--- src/rtl/string_search_pkg.sv ---
// Shared types and helpers for the string search processor.
package string_search_pkg;

  typedef enum logic [2:0] {
    ST_LEN,
    ST_NEEDLE,
    ST_HAY,
    ST_DRAIN,
    ST_EMIT
  } state_t;

  // Widest supported result; callers slice the low COUNT_WIDTH bits.
  localparam int unsigned ERROR_COUNT_MAX_W = 256;
  localparam logic [ERROR_COUNT_MAX_W-1:0] ERROR_COUNT = '1;

  function automatic logic [7:0] fold_byte(input logic [7:0] b);
    logic [7:0] r;
    r = b;
    if (b >= 8'h41 && b <= 8'h5A) r = b | 8'h20;
    return r;
  endfunction

endpackage

--- src/rtl/string_search_window.sv ---
// Haystack shift window, needle store and length-masked parallel comparator.
module string_search_window
  import string_search_pkg::*;
#(
  parameter  int unsigned MAX_NEEDLE_SIZE = 16,
  localparam int unsigned LW = $clog2(MAX_NEEDLE_SIZE + 1)
) (
  input  logic          clock,
  input  logic          reset,
  input  logic          clear,
  input  logic          needle_shift,
  input  logic          hay_shift,
  input  logic [LW-1:0] needle_len,
  input  logic [7:0]    data,
  output logic          match
);

  logic [MAX_NEEDLE_SIZE-1:0][7:0] needle;
  logic [MAX_NEEDLE_SIZE-1:0][7:0] window;
  logic [MAX_NEEDLE_SIZE-1:0][7:0] window_nxt;
  logic [LW-1:0]                   seen;
  logic [LW-1:0]                   seen_nxt;
  logic                            all_eq;

  always_comb begin
    window_nxt[0] = data;
    for (int unsigned j = 1; j < MAX_NEEDLE_SIZE; j++) window_nxt[j] = window[j-1];
  end

  always_comb begin
    seen_nxt = (seen == LW'(MAX_NEEDLE_SIZE)) ? seen : seen + LW'(1);
  end

  // Needle is kept as a shift register too, so after N bytes needle[j] holds
  // needle byte N-1-j and lines up index-for-index with window_nxt[j].
  always_comb begin
    all_eq = 1'b1;
    for (int unsigned j = 0; j < MAX_NEEDLE_SIZE; j++) begin
      if (LW'(j) < needle_len && window_nxt[j] != needle[j]) all_eq = 1'b0;
    end
  end

  always_comb begin
    match = hay_shift && (seen_nxt >= needle_len) && all_eq;
  end

  always_ff @(posedge clock or posedge reset) begin
    if (reset) begin
      needle <= '0;
      window <= '0;
      seen   <= '0;
    end else begin
      if (needle_shift) begin
        needle[0] <= data;
        for (int unsigned j = 1; j < MAX_NEEDLE_SIZE; j++) needle[j] <= needle[j-1];
      end
      if (hay_shift) window <= window_nxt;
      if (clear) begin
        seen <= '0;
      end else if (hay_shift) begin
        seen <= seen_nxt;
      end
    end
  end

endmodule

--- src/rtl/string_search_processor.sv ---
// Framed substring counter with MSB-first multi-byte result output.
// Optional macro STRING_SEARCH_CASE_FOLD_EN enables ASCII case-insensitive matching.
module string_search_processor
  import string_search_pkg::*;
#(
  parameter int unsigned MAX_NEEDLE_SIZE = 16,
  parameter int unsigned COUNT_WIDTH     = 16
) (
  input  logic       clock,
  input  logic       reset,
  input  logic       enable,
  input  logic [7:0] in_data,
  input  logic       in_valid,
  input  logic       in_last,
  output logic       in_ready,
  output logic [7:0] out_data,
  output logic       out_valid,
  output logic       out_last,
  input  logic       out_ready
);

  localparam int unsigned COUNT_BYTES = COUNT_WIDTH / 8;
  localparam int unsigned LW = $clog2(MAX_NEEDLE_SIZE + 1);
  localparam int unsigned KW = (COUNT_BYTES > 1) ? $clog2(COUNT_BYTES) : 1;
  localparam logic [COUNT_WIDTH-1:0] COUNT_SAT = {{(COUNT_WIDTH-1){1'b1}}, 1'b0};

  state_t                 state;
  state_t                 state_nxt;
  logic [LW-1:0]          n_len;
  logic [LW-1:0]          idx;
  logic [COUNT_WIDTH-1:0] count;
  logic [COUNT_WIDTH-1:0] result;
  logic                   err;
  logic [KW-1:0]          k;
  logic [7:0]             byte_in;
  logic [7:0]             out_byte;
  logic                   accept;
  logic                   out_fire;
  logic                   last_out;
  logic                   len_ok;
  logic                   match;

`ifdef STRING_SEARCH_CASE_FOLD_EN
  assign byte_in = fold_byte(in_data);
`else
  assign byte_in = in_data;
`endif

  assign in_ready = enable && !reset && (state != ST_EMIT);
  assign accept   = in_valid && in_ready;
  assign out_fire = out_valid && out_ready;
  assign last_out = out_fire && out_last;
  assign len_ok   = (in_data != '0) && (32'(in_data) <= MAX_NEEDLE_SIZE);

  string_search_window #(
    .MAX_NEEDLE_SIZE(MAX_NEEDLE_SIZE)
  ) u_window (
    .clock       (clock),
    .reset       (reset),
    .clear       (last_out),
    .needle_shift(accept && state == ST_NEEDLE),
    .hay_shift   (accept && state == ST_HAY),
    .needle_len  (n_len),
    .data        (byte_in),
    .match       (match)
  );

  always_ff @(posedge clock or posedge reset) begin
    if (reset) state <= ST_LEN;
    else       state <= state_nxt;
  end

  always_comb begin
    state_nxt = state;
    unique case (state)
      ST_LEN: begin
        if (accept) begin
          if (in_last)     state_nxt = ST_EMIT;
          else if (len_ok) state_nxt = ST_NEEDLE;
          else             state_nxt = ST_DRAIN;
        end
      end
      ST_NEEDLE: begin
        if (accept) begin
          if (in_last)                      state_nxt = ST_EMIT;
          else if (idx == n_len - LW'(1))   state_nxt = ST_HAY;
        end
      end
      ST_HAY, ST_DRAIN: begin
        if (accept && in_last) state_nxt = ST_EMIT;
      end
      ST_EMIT: begin
        if (last_out) state_nxt = ST_LEN;
      end
      default: state_nxt = ST_LEN;
    endcase
  end

  always_ff @(posedge clock or posedge reset) begin
    if (reset) begin
      n_len <= '0;
      idx   <= '0;
      count <= '0;
      err   <= 1'b0;
      k     <= '0;
    end else begin
      if (state == ST_LEN && accept) begin
        n_len <= LW'(in_data);
        err   <= !len_ok;
      end
      if (state == ST_NEEDLE && accept) idx <= idx + LW'(1);
      if (match && count != COUNT_SAT) count <= count + 1'b1;
      if (out_fire) k <= k + KW'(1);
      if (last_out) begin
        count <= '0;
        err   <= 1'b0;
        idx   <= '0;
        k     <= '0;
      end
    end
  end

  assign result = err ? ERROR_COUNT[COUNT_WIDTH-1:0] : count;

  always_comb begin
    out_byte = '0;
    for (int unsigned b = 0; b < COUNT_BYTES; b++) begin
      if (k == KW'(COUNT_BYTES - 1 - b)) out_byte = result[b*8 +: 8];
    end
  end

  assign out_valid = enable && (state == ST_EMIT);
  assign out_data  = out_valid ? out_byte : '0;
  assign out_last  = out_valid && (k == KW'(COUNT_BYTES - 1));

endmodule

--- config.mk ---
export PLATFORM = sky130hd
export DESIGN_NAME = string_search_processor
export DESIGN_NICKNAME = d
export VERILOG_FILES = /design/src/rtl/string_search_pkg.sv /design/src/rtl/string_search_window.sv /design/src/rtl/string_search_processor.sv
export SDC_FILE = /design/constraint.sdc
export NUM_CORES = 1
export LEC_CHECK = 0
export CORE_MARGIN = 10
export CORE_UTILIZATION = 25
export CTS_CLUSTER_DIAMETER = 200
export DETAILED_ROUTE_END_ITERATION = 10
export GPL_TIMING_DRIVEN = 0
export PLACE_DENSITY = 0.46
export SYNTH_ARGS = -nofsm -noshare
export SYNTH_HDL_FRONTEND = slang
export SYNTH_SLANG_ARGS = --single-unit
--- constraint.sdc ---
create_clock -name clock -period 15.3 [get_ports clock]
set_clock_uncertainty 0.1 [all_clocks]
set_input_delay 3.06 -clock clock [delete_from_list [all_inputs] [get_ports clock]]
set_output_delay 3.06 -clock clock [all_outputs]
set_load 0.05 [all_outputs]
==> results.md, run 1 <==
- Status: complete, no violations
- RR Endpoint: count[7]
- Total nets after synthesis: 1308
- Worst-path cell chain: clkdlybuf4s50_1 -> inv_8 -> buf_16 -> and3_1 -> clkdlybuf4s50_1
- Total wire length: 32000 um
- Relative slew slack: 0.366
- Leak: 8.17 nW
- Layout cells sized above 1: 0.147
- Die W: 250 um
- Worst path most repeated cell: clkdlybuf4s50_1
- Met3 GRT Util: 0.0167
- Antenna violations before repair: 0
- Routed vias: 9023
- GR peak layer: met2
- RSZ-0062 raised after global routing: no
- Synth area leader: dfrtp_1
- Setup crit start: reset
- F_max: 116 MHz
- # port buffers: 24
- CTS sink cnt: 284
- Inserted Diodes: 0
- YS warnings: 0
- Post-synth EDFFs: 0
- Largest net degree at the start of global routing: 110
- Num CTS Buffers: 34
- DR pass1 iterations: 5
- Clk slew on worst S/H paths: 50 ps
- HP Class: reg2reg
- Synth area leaders: dfrtp_1, nand2_1, mux2_2
- Cell Count Post-Placement: 1996
- Final period utilization: 0.563
- Worst Path Required: 12140 ps
- Gr usage total: 0.101
- CP endpoint: in_ready
- Min Hold Slack: 393 ps
- Final setup vio count: 0
- Routed len/inst: 15.6 um
- Most common cell after layout, fill and taps aside: nand2_1
- Met2 Track Usage GR: 0.160
- Grt ovf: 0
- Post-synthesis cell type count: 52
- # nets final: 1370
- WS Path Type: in2out
- Vias in the first global route: 9205
- Ys async rst share: 1.00
- Die Ht: 250 um
- Slowest CP cell: clkdlybuf4s50_1
- Clk Tree Root Cell: clkbuf_16
- Fin util: 0.296
- Most frequent cells in the layout: nand2_1, dfrtp_1, mux2_2
- HPWL Detailed: 22400 um
- Mapped cell area: 13300 um^2
- Post-Layout Cell Count: 2052
- Synth top area share: 0.535
- Startpoint Class: input port
- R2R cell count: 11
- Hold bufs inserted after CTS: 0
- Synthesized area per cell: 10.4 um^2
- Max-cap violations: 0
- Clock Path Buffers: 3
- Fin crit period: 8610 ps
- Die area: 62700 um^2
- R2R Path Start: u_window.seen[0]
- Setup TNS: 0 ps
- Max VDD drop: 56.9 uV
- Crit Path Max Fanout: 108
- CP Capture Type: output pin
- Worst stage delay on the critical path: 800 ps
- CTS tree: built
- WP data arrival: 5450 ps
- Core region area: 52600 um^2
- Pwr dens: 135 nW/um^2
- I/O Pins: 25
- CTS H-tree depth: 2
- Worst-Margin Slew: 942 ps
- DR iter-0 viols: 549
- Synth Instances: 1282
- Effective utilization at floorplan: 0.253
- Drt drc: 0
- Final hold violations: 0
- Post-DRT Antenna Nets: 0
- WHS Path Cells: 2
- Row count: 84
- Slew Viols, Final: 0
- Seq/Total Area, Yosys: 0.535
- Clk Latency, worst-skew pair: 520 ps
- M1 GR Usage: 0.142
- Fillers: 5511
- Via density: 4.40
- First-pass GRT wire length: 52600 um
- Post_cts resized: 0
- Area growth syn-to-layout: 17.2%
- Final GP Congestion: 0.779
- FF+latch count, synth: 284
- Synth Flop Type: dfrtp_1
- Post-CTS Setup Inserts: 0
- Flop-to-flop setup slack: 11450 ps
## worst min path at each step
stage	from	to	slack [ps]
4_1_cts	u_window.needle[120]	u_window.needle[120]	400
6_report	u_window.needle[120]	u_window.needle[120]	390
2_1_floorplan	u_window.needle[120]	u_window.needle[120]	370
3_3_place_gp	u_window.needle[123]	u_window.needle[123]	380
5_1_grt	u_window.needle[123]	u_window.needle[123]	420
3_5_place_dp	u_window.needle[120]	u_window.needle[120]	390
## critical path: cells and delay by family
family	cells	cell delay, ps
simple gates	1	240
buf+inv	4	2140
## metrics by stage
stage | cell area [um^2] | worst slack [ps] | power, mW
floorplan | 13300 | 2120 | 1.17
global placement | 14400 | -1620 | 1.30
detailed placement | 14400 | 6510 | 1.30
CTS | 15600 | 6510 | 2.12
global route | 15600 | 6380 | 2.21
finish | 15600 | 6690 | 2.10
## final cells by class
class                   instances  area (um^2)  share of cell area
flip-flops and latches        284         7110               0.457
inverters                      14         60.1             0.00386
clock inverters                 7         67.6             0.00434
repair buffers                 26          295              0.0190
multi-input cells             923         5880               0.378
well taps                     688          861              0.0553
plain buffers                  61          239              0.0154
clock buffers                  49         1050              0.0674
## Yosys cell counts (4+ instances only)
master and n:
a2111oi_0 13, nand4_1 16, nand2b_1 5, nor4_1 28, or2_2 7, clkbuf_1 54, xnor2_1 26, a211oi_1 9
a21oi_1 8, mux2i_1 7, nand2_1 418, nand3_1 14, nor2_1 30, dfrtp_1 284, xor2_1 121, inv_1 14
a31o_1 10, nor3_1 5, mux2_2 127, buf_1 4, or3_1 8, nor2b_1 8, ha_1 12, o21ai_0 13
## sequential cells by signal, summed over array words and instances, names as in the netlist
register         count
u_window.needle    128
u_window.window    120
count               16
idx                  5
n_len                5
u_window.seen        5
state                3
err                  1
k                    1
## metal layers
layer	wire [um]	share of wire
met1	15900	0.50
met2	14700	0.46
met3	952	0.030
met4	533	0.017
met5	0	0
## cell families after synthesis
kind of cell	after synthesis	share of synthesized area
DFF	284	0.535
buffers and inverters	75	0.0220
AOI/OAI and AO/OA	75	0.0422
and+or+nand+nor	555	0.179
adders and majority gates	12	0.0113
xor gates and xnor gates	147	0.0970
muxes	134	0.113
## where the power goes
part / internal, mW / total (mW) / switching (mW)
Clock: 0.491 / 0.810 / 0.319
Sequential: 0.824 / 0.898 / 0.0737
Combinational: 0.156 / 0.391 / 0.234
Total: 1.47 / 2.10 / 0.627
Power figures use the tool's default switching activity.
==> run 2: changes to the inputs <==
--- a/config.mk
+++ b/config.mk
@@ -10,7 +10,7 @@
 export CTS_CLUSTER_DIAMETER = 200
 export DETAILED_ROUTE_END_ITERATION = 10
 export GPL_TIMING_DRIVEN = 0
-export PLACE_DENSITY = 0.46
+export PLACE_DENSITY = 0.47
 export SYNTH_ARGS = -nofsm -noshare
 export SYNTH_HDL_FRONTEND = slang
 export SYNTH_SLANG_ARGS = --single-unit
==> constraint.sdc (replaced) <==
create_clock -name clock -period 7.1 [get_ports clock]
set_clock_uncertainty 0.1 [all_clocks]
set_input_delay 1.42 -clock clock [delete_from_list [all_inputs] [get_ports clock]]
set_output_delay 1.42 -clock clock [all_outputs]
set_load 0.05 [all_outputs]
==> results.md, run 2 (synthesis gave the netlist of run 1 again) <==
- Hold bufs inserted after CTS: 0 (unchanged)
- Area growth syn-to-layout: 17.6%
- CTS H-tree depth: 1 (-1)
- Crit Path Max Fanout: 17 (-84%)
- Final period utilization: 0.696
- Worst Path Required: 5580 ps (-6560 ps)
- CP Capture Type: output pin
- RR Endpoint: count[4]
- WHS Path Cells: 2 (unchanged)
- Gate power share: 0.189 (+0.003)
- WS Path Type: in2out
- Most common cell after layout, fill and taps aside: nand2_1
- Total wire length: 31800 um (-0.79%)
- Fillers: 5498 (-0.24%)
- Routed vias: 9040 (+0.19%)
- Largest net degree at the start of global routing: 42 (-62%)
- F_max: 202 MHz
- Row count: 84 (unchanged)
- Fin crit period: 4950 ps
- Inserted Diodes: 0 (unchanged)
- Die Ht: 250 um (unchanged)
- DR pass1 iterations: 4 (-1)
- Most frequent cells in the layout: nand2_1, dfrtp_1, mux2_2
- Layout cells sized above 1: 0.151 (+0.00425)
- Worst-path cell chain: clkdlybuf4s50_1 -> clkinvlp_4 -> and3_2 -> clkdlybuf4s50_1
- Setup TNS: 0 ps (unchanged)
- Min Hold Slack: 393 ps (-0.186 ps)
- Effective utilization at floorplan: 0.253 (unchanged)
- Grt ovf: 0 (unchanged)
- Pre-CTS setup slack: 2110 ps (-4390 ps)
- Drt drc: 0 (unchanged)
- Switch Pwr: 1.33 mW (+110%)
- Slowest CP cell: clkdlybuf4s50_1
- CTS tree: built
- Clk Latency, worst-skew pair: 570 ps (+50 ps)
- WP data arrival: 3430 ps (-2020 ps)
- Post-CTS Setup Inserts: 0 (unchanged)
- DR iter-0 viols: 480 (-13%)
- HP Class: reg2reg
- Gr usage total: 0.100 (-0.00153)
- Worst-Margin Slew: 1040 ps (+93.7 ps)
- I/O Pins: 25 (unchanged)
- HPWL Detailed: 23000 um (+2.6%)
- Top flop regs: u_window.needle x128, u_window.window x120, count x16
- Seq pwr share: 0.434 (+0.006)
- # nets final: 1373 (+0.22%)
- Num CTS Buffers: 31 (-8.8%)
- Clk slew on worst S/H paths: 60 ps (about the same)
- Sw frac: 0.299 (about the same)
- Max VDD drop: 189 uV (+230%)
- Largest Register: u_window.needle
- Post-Layout Cell Count: 2060 (+0.39%)
- R2R cell count: 13 (+2)
- PnR worst setup slack: 2160 ps (-4530 ps)
- First-pass GRT wire length: 52200 um (-0.84%)
- Final setup vio count: 0 (unchanged)
- Clk Tree Root Cell: clkbuf_16
- CTS sink cnt: 284 (unchanged)
- Worst Path Buf+Inv: 3 (-1)
- # port buffers: 24 (unchanged)
- Worst stage delay on the critical path: 700 ps (-100 ps)
- Vias in the first global route: 9208 (+0.033%)
- Final hold violations: 0 (unchanged)
- Via density: 4.39 (-0.20%)
- Die W: 250 um (unchanged)
- Hold path endpoint: u_window.needle[122]
- Status: complete, no violations
- Routed len/inst: 15.4 um (-1.2%)
- Clock Path Buffers: 3 (unchanged)
- Pwr dens: 286 nW/um^2 (+110%)
- Leak: 8.19 nW (+0.27%)
- Slew Viols, Final: 0 (unchanged)
- R2R Path Start: u_window.seen[0]
- Post-DRT Antenna Nets: 0 (unchanged)
- Min-delay src: u_window.needle[122]
- Clock power frac: 0.376 (-0.010)
- Worst path most repeated cell: clkdlybuf4s50_1
- Die area: 62700 um^2 (unchanged)
- Final GP Congestion: 0.781 (+0.33%)
- Max reg flops: 128 (unchanged)
- RSZ-0062 raised after global routing: no
- Cell Count Post-Placement: 2002 (+0.30%)
- Relative slew slack: 0.300 (-0.0661)
- Placed inst area: 14500 um^2 (+0.71%)
- CP delay by family, top: buffers and inverters
- Post_cts resized: 0 (unchanged)
- Flop-to-flop setup slack: 3180 ps (-8270 ps)
- Startpoint Class: input port
- Internal power: 3.13 mW (+110%)
- Antenna violations before repair: 0 (unchanged)
- Max-cap violations: 0 (unchanged)
- Core region area: 52600 um^2 (unchanged)
- Final Instance Area: 15600 um^2 (+0.39%)
[run 2: cell count changes in the layout (fill, tap and decap cells not counted), moves of 2 or more]
cell / change
clkbuf_1: +2
clkbuf_8: -2
clkinv_2: +4
clkbuf_16: -4
buf_16: -2
bufinv_16: +2
clkinvlp_4: +2
buf_12: +8
[run 2: worst max-delay path by stage]
stage,from,to,slack [ps],cells past startpoint
final,reset,in_ready,2160,4
after global routing,reset,in_ready,2030,4
after detailed placement,reset,in_ready,2110,4
after floorplan,reset,in_ready,-980,2
after global placement,reset,in_ready,-4210,4
after CTS,reset,in_ready,2110,4
[run 2: power by group through the flow]
stage | Combinational [mW] | Clock [mW] | Sequential [mW]
finish | 0.844 | 1.68 | 1.94
global route | 0.948 | 1.80 | 1.96
CTS | 0.853 | 1.73 | 1.94
detailed placement | 0.844 | 0 | 1.97
global placement | 0.828 | 0 | 1.96
floorplan | 0.613 | 0 | 1.91
[run 2: area by class of cell]
cell class              count  area (um^2)  area share
repair buffers             32          400      0.0256
inverters                  14         56.3     0.00361
plain buffers              61          239      0.0153
multi-input cells         923         5880       0.376
clock inverters            13          146     0.00937
well taps                 688          861      0.0551
flip-flops and latches    284         7110       0.455
clock buffers              45          928      0.0595
[run 2: metrics by stage]
stage          power, mW  utilization
2_1_floorplan       2.52            -
5_1_grt             4.71        0.297
3_3_place_gp        2.79        0.274
4_1_cts             4.52        0.297
6_report            4.46        0.297
3_5_place_dp        2.81        0.277
[run 2: worst min-delay path: stages, from the launching register on]
cell and delay [ps]:
dfrtp_1 360, nand2_1 50, nand2_1 50
[run 2: routing by layer]
| layer | routed length (um) | track usage | share of wire | vias up |
|---|---|---|---|---|
| met4 | 515 | 0.0176 | 0.016 | 0 |
| met2 | 14600 | 0.159 | 0.46 | 91 |
| met1 | 15800 | 0.142 | 0.50 | 4491 |
| met3 | 858 | 0.0150 | 0.027 | 42 |
| met5 | 0 | 0 | 0 | - |
| li1 | - | - | - | 4416 |
